$ cat config.mk
export PLATFORM = sky130hd
export DESIGN_NAME = arbiter_wrr
export DESIGN_NICKNAME = d
export VERILOG_FILES = /design/src/rtl/arbiter_pkg.sv /design/src/rtl/arbiter_wrr_rr_pick.sv /design/src/rtl/arbiter_wrr.sv
export SDC_FILE = /design/constraint.sdc
export NUM_CORES = 1
export LEC_CHECK = 0
export ABC_AREA = 1
export BUFFER_PORTS_ARGS = -buffer_cell sky130_fd_sc_hd__buf_2
export CORE_ASPECT_RATIO = 1.5
export CORE_MARGIN = 4
export CORE_UTILIZATION = 40
export CTS_CLUSTER_SIZE = 10
export DETAILED_ROUTE_END_ITERATION = 16
export HOLD_SLACK_MARGIN = 0.06
export PLACE_DENSITY = 0.63
export SLEW_MARGIN = 20
export SYNTH_ARGS = -nofsm -noshare
export SYNTH_HDL_FRONTEND = slang
export SYNTH_SLANG_ARGS = --single-unit
$ cat constraint.sdc
create_clock -name clk -period 6.2 [get_ports clk]
set_input_delay 0.93 -clock clk [delete_from_list [all_inputs] [get_ports clk]]
set_output_delay 0.93 -clock clk [all_outputs]
set_load 0.03 [all_outputs]
$ cat src/rtl/arbiter_pkg.sv
// Shared types and helpers for the weighted round-robin arbiter.
// Helper functions work on fixed maximum widths; callers cast to their own sizes.
package arbiter_pkg;

  localparam int MAX_PORTS    = 64;
  localparam int MAX_IDX_W    = 6;
  localparam int MAX_WEIGHT_W = 16;

  typedef enum logic {
    ST_IDLE = 1'b0,
    ST_OWN  = 1'b1
  } state_e;

  function automatic logic [MAX_IDX_W-1:0] onehot_to_idx(input logic [MAX_PORTS-1:0] vec);
    logic [MAX_IDX_W-1:0] idx;
    idx = '0;
    for (int i = 0; i < MAX_PORTS; i++) begin
      if (vec[i]) idx = idx | MAX_IDX_W'(i);
    end
    return idx;
  endfunction

  function automatic logic [MAX_WEIGHT_W-1:0] eff_weight(input logic [MAX_WEIGHT_W-1:0] w);
    return (w == '0) ? MAX_WEIGHT_W'(1) : w;
  endfunction

endpackage

$ cat src/rtl/arbiter_wrr_rr_pick.sv
// Combinational round-robin picker: first set request at or above ptr, else wrap
// to the lowest set request.
module rr_pick
  import arbiter_pkg::*;
#(
  parameter int NUM_PORTS = 9,
  parameter int SEL_W     = $clog2(NUM_PORTS)
) (
  input  logic [NUM_PORTS-1:0] request,
  input  logic [SEL_W-1:0]     ptr,
  output logic                 found,
  output logic [SEL_W-1:0]     idx,
  output logic [NUM_PORTS-1:0] pick
);

  logic [NUM_PORTS-1:0] belowPtr;
  logic [NUM_PORTS-1:0] upper;
  logic [NUM_PORTS-1:0] cand;
  logic [MAX_PORTS-1:0] pickWide;

  // Mask off ports below ptr; if none remain, the lowest overall request wins.
  always_comb begin
    belowPtr = (NUM_PORTS'(1) << ptr) - NUM_PORTS'(1);
    upper    = request & ~belowPtr;
    cand     = (upper != '0) ? upper : request;
    pick     = cand & (~cand + NUM_PORTS'(1));
    found    = |request;
    pickWide = MAX_PORTS'(pick);
    idx      = SEL_W'(onehot_to_idx(pickWide));
  end

endmodule

$ cat src/rtl/arbiter_wrr.sv
// Weighted round-robin arbiter: each grant lasts up to the port's weight in cycles,
// hold extends a grant while its request stays high, handoff has no idle cycle.
module arbiter_wrr
  import arbiter_pkg::*;
#(
  parameter int NUM_PORTS = 9,
  parameter int WEIGHT_W  = 4,
  parameter int SEL_W     = $clog2(NUM_PORTS)
) (
  input  logic                          clk,
  input  logic                          rst,
  input  logic [NUM_PORTS-1:0]          request,
  input  logic [NUM_PORTS*WEIGHT_W-1:0] weight,
  input  logic                          hold,
  output logic [NUM_PORTS-1:0]          grant,
  output logic [SEL_W-1:0]              select,
  output logic                          active
);

  state_e               state_q, state_d;
  logic [NUM_PORTS-1:0] grant_q, grant_d;
  logic [SEL_W-1:0]     select_q, select_d;
  logic                 active_q, active_d;
  logic [SEL_W-1:0]     ptr_q, ptr_d;
  logic [WEIGHT_W-1:0]  credit_q, credit_d;

  logic                 found;
  logic [SEL_W-1:0]     pickIdx;
  logic [NUM_PORTS-1:0] pick;
  logic [WEIGHT_W-1:0]  weightArr [NUM_PORTS];
  logic [WEIGHT_W-1:0]  effWeight;
  logic                 keep;
  logic [SEL_W-1:0]     nextPtr;

  for (genvar g = 0; g < NUM_PORTS; g++) begin : g_weight
    assign weightArr[g] = weight[g*WEIGHT_W +: WEIGHT_W];
  end

  rr_pick #(
    .NUM_PORTS (NUM_PORTS),
    .SEL_W     (SEL_W)
  ) u_pick (
    .request (request),
    .ptr     (ptr_q),
    .found   (found),
    .idx     (pickIdx),
    .pick    (pick)
  );

  // The owner keeps the bus while requesting and either under quota or holding.
  always_comb begin
    effWeight = WEIGHT_W'(eff_weight(MAX_WEIGHT_W'(weightArr[select_q])));
    keep      = (state_q == ST_OWN) && request[select_q] &&
                ((credit_q < effWeight) || hold);
    nextPtr   = (pickIdx == SEL_W'(NUM_PORTS - 1)) ? '0 : pickIdx + SEL_W'(1);
  end

  always_comb begin
    state_d  = state_q;
    grant_d  = grant_q;
    select_d = select_q;
    active_d = active_q;
    ptr_d    = ptr_q;
    credit_d = credit_q;
    case (state_q)
      ST_IDLE: begin
        if (found) begin
          state_d  = ST_OWN;
          grant_d  = pick;
          select_d = pickIdx;
          active_d = 1'b1;
          credit_d = WEIGHT_W'(1);
          ptr_d    = nextPtr;
        end
      end
      ST_OWN: begin
        if (keep) begin
          if (credit_q != '1) credit_d = credit_q + WEIGHT_W'(1);
        end else if (found) begin
          // Pointer already sits past the owner, so a lone owner is simply re-granted.
          grant_d  = pick;
          select_d = pickIdx;
          active_d = 1'b1;
          credit_d = WEIGHT_W'(1);
          ptr_d    = nextPtr;
        end else begin
          state_d  = ST_IDLE;
          grant_d  = '0;
          active_d = 1'b0;
          credit_d = '0;
        end
      end
      default: state_d = ST_IDLE;
    endcase
  end

  always_ff @(posedge clk) begin
    if (rst) begin
      state_q  <= ST_IDLE;
      grant_q  <= '0;
      select_q <= '0;
      active_q <= 1'b0;
      ptr_q    <= '0;
      credit_q <= '0;
    end else begin
      state_q  <= state_d;
      grant_q  <= grant_d;
      select_q <= select_d;
      active_q <= active_d;
      ptr_q    <= ptr_d;
      credit_q <= credit_d;
    end
  end

  assign grant  = grant_q;
  assign select = select_q;
  assign active = active_q;

endmodule

==> results.yml <==
clock_network:
  cts_tree: "yes"
  cts.hold.buffers_added: 0
  cts_sinks: 23
  post_cts_buffers: 0
  h-tree-depth: 1
  clk_latency_ns: 0.27
  cts_resized: 0
  clockBufferDepth: 2
  numCtsBuffers: 3
  cts_root_buf: "clkbuf_8"
  clk_pin_slew_ns: 0.08
yosys:
  synth_enable_flop_cells: 0
  synth_nets: 420
  synthDistinctLibCells: 32
  yosysSeqAreaShare: 0.215
  avgSynthCellArea_um2: 5.87
  async_reset_ff_frac: 0
  ys_seq_elements: 23
  yosys_warnings: 0
  syn_inst: 365
  synthesis.area_um2: 2140
  synth_ff_type: "dfxtp_1"
outcome:
  status: "completed"
sta:
  hold_violations: 0
  fmax_ghz: 0.299
  drv_slew: 0
  finalSetupViolCount: 0
  fin_skew_ns: 0.00624
  period_share: 0.540
  grt_setup_unrepaired: "no"
  hold_slack_ns: 0.473
  period_needed_ns: 3.35
  slew_headroom: 0.456
  worst_slack_ns: 2.85
  fin_tns_setup_ns: 0
  tightest_slew_ns: 0.815
worst_hold_path:
  hold_class: "register to register"
  hold_path_startpoint: "grant[4]"
  hold_depth: 2
  holdPathEnd: "grant[4]"
grt:
  grtUsageTotal: 0.185
  grt_pass1_vias: 2161
  grt_overflow_total: 0
  antenna_found_initial: 0
  grt_max_degree: 26
  grt_pass1_wl_mm: 9.78
cells_and_area:
  seq_area_um2: 460
  areaGrowthSynthToFinish_pct: 16.3
  antennaDiodeCount: 0
  design_area_um2: 2490
  drive_above_1_share: 0.220
  multiInputGateArea_um2: 1400
  nets: 475
  fillers: 576
worst_setup_path:
  critical_path_class: "register to register"
  cp.required_ns: 6.40
  cp-end-kind: "register"
  rrSetupSlack_ns: 2.85
  ff2ff_path_depth: 21
  critPathMaxFanout: 8
  setup.worst_path.start: "ptr_q[3]"
  worstSetupStartpointType: "register"
  arrival_ns: 3.55
  r2r_start: "ptr_q[3]"
  rr_endpoint: "ptr_q[2]"
power_and_ir_drop:
  powerDensity_nw_per_um2: 437
  power.leakage_nw: 1.32
  vdd_drop_max_mv: 0.229
placed_design:
  place_ws_ns: 2.88
  hpwl_mm: 4.97
  globalplace.congestion: 0.862
  numPortBuffers: 61
  placedInstanceArea_um2: 2450
routing:
  final_antenna_net_count: 0
  num_vias: 2430
  wl_per_cell_um: 12.5
  drt-initial-drc-count: 80
  vias_per_cell: 4.99
  routed_wl_mm: 6.10
  drcViolationCount: 0
  dr.pass1.iters: 4
floorplan:
  coreArea_um2: 5160
  io_pins: 62
  dieArea_um2: 6620
  die_h_um: 97.7
  initial_core_util: 0.415
  die_x_um: 67.8
  rows: 32
flow_run:
  timing.max_cap.violations: 0
[worst max path at each step]
stage | end | slack [ns] | cells after the start
2_1_floorplan | ptr_q[2] | 3.43 | 24
3_3_place_gp | ptr_q[2] | 2.88 | 21
3_5_place_dp | ptr_q[2] | 2.88 | 21
4_1_cts | ptr_q[2] | 2.84 | 21
5_1_grt | ptr_q[2] | 2.52 | 23
6_report | ptr_q[2] | 2.85 | 21
[metal layers]
metal | up-vias | share of wire | track usage | routed length [µm]
li1 | 1282 | - | - | -
met4 | 0 | 0.013 | 0.0438 | 80
met3 | 10 | 0.058 | 0.0231 | 356
met2 | 54 | 0.52 | 0.351 | 3200
met5 | - | 0 | 0 | 0
met1 | 1084 | 0.40 | 0.205 | 2470
[report_power, final]
group | switching, mW | leakage [nW] | total [mW] | internal [mW]
clock | 0.0474 | 0.0228 | 0.0933 | 0.0459
combinational | 0.495 | 1.11 | 0.745 | 0.250
sequential | 0.0683 | 0.188 | 0.251 | 0.183
[metrics by stage]
step / utilization / power (mW) / cells
6_report: 0.483 / 1.09 / 487
5_1_grt: 0.483 / 1.21 / 487
4_1_cts: 0.483 / 1.10 / 487
3_5_place_dp: 0.474 / 1.00 / 483
3_3_place_gp: 0.474 / 1.00 / 483
2_1_floorplan: - / 0.856 / 365
[logic make-up after synthesis]
family | count (synthesis) | synth area share
XOR/XNOR | 1 | 0.00409
AO/OA/AOI/OAI | 49 | 0.127
flip-flops | 23 | 0.215
AND/OR/NAND/NOR | 220 | 0.479
adder cells (fa/ha/maj) | 7 | 0.0409
buffers and inverters | 65 | 0.134
[layout make-up]
| type | count | share of cell area |
|---|---|---|
| repair buffers | 61 | 0.122 |
| multi-input cells | 277 | 0.559 |
| clock buffers | 4 | 0.0181 |
| well taps | 68 | 0.0341 |
| inverters | 54 | 0.0813 |
| flip-flops and latches | 23 | 0.185 |
[synth_stat cells, types with 2 or more instances]
library cell  number  area [µm²]
nand2_1           97         364
nand3_1           51         255
inv_1             49         184
nor2_1            40         150
dfxtp_1           23         460
a21oi_1           21         105
o21ai_0           15        75.1
ha_1               7        87.6
nand2_2            6        37.5
nand4_1            5        31.3
nor2_2             5        31.3
o211ai_1           5        37.5
buf_6              4        45.0
inv_2              4        15.0
nand3_2            4        40.0
buf_4              3        22.5
nand2_4            3        33.8
nor3_1             3        15.0
o21ai_1            3        15.0
o31ai_1            3        22.5
buf_2              2        10.0
nor2_4             2        22.5
[critical path, cell delays in order (launching register included)]
cell	delay, ns
dfxtp_1	0.43
nor2_4	0.24
nand3_1	0.13
ha_1	0.33
nand2_1	0.06
inv_1	0.03
nor2_1	0.10
nand3_1	0.07
nor2_1	0.15
nand2_1	0.09
nor2_2	0.10
nand2_1	0.11
o21ai_0	0.41
nand4_1	0.21
nand3_1	0.18
inv_1	0.06
ha_1	0.17
nand2_1	0.08
nand3_1	0.10
nor2_1	0.10
nor2_1	0.05
nor2_1	0.09
[cells in the final DEF, fill, tap and decap left out, types with 4 or more instances in the layout]
cell	netlist	routed
nand2_1	97	97
buf_2	2	61
nand3_1	51	51
inv_1	49	49
nor2_1	40	40
dfxtp_1	23	23
a21oi_1	21	21
o21ai_0	15	15
ha_1	7	7
nand2_2	6	6
nand4_1	5	5
nor2_2	5	5
o211ai_1	5	5
inv_2	4	4
nand3_2	4	4
[sequential cells by signal, summed over array words and instances (netlist names)]
name / flops
grant: 9
credit_q: 4
ptr_q: 4
select: 4
active: 1
state_q: 1
(Power assumes the default switching activity.)
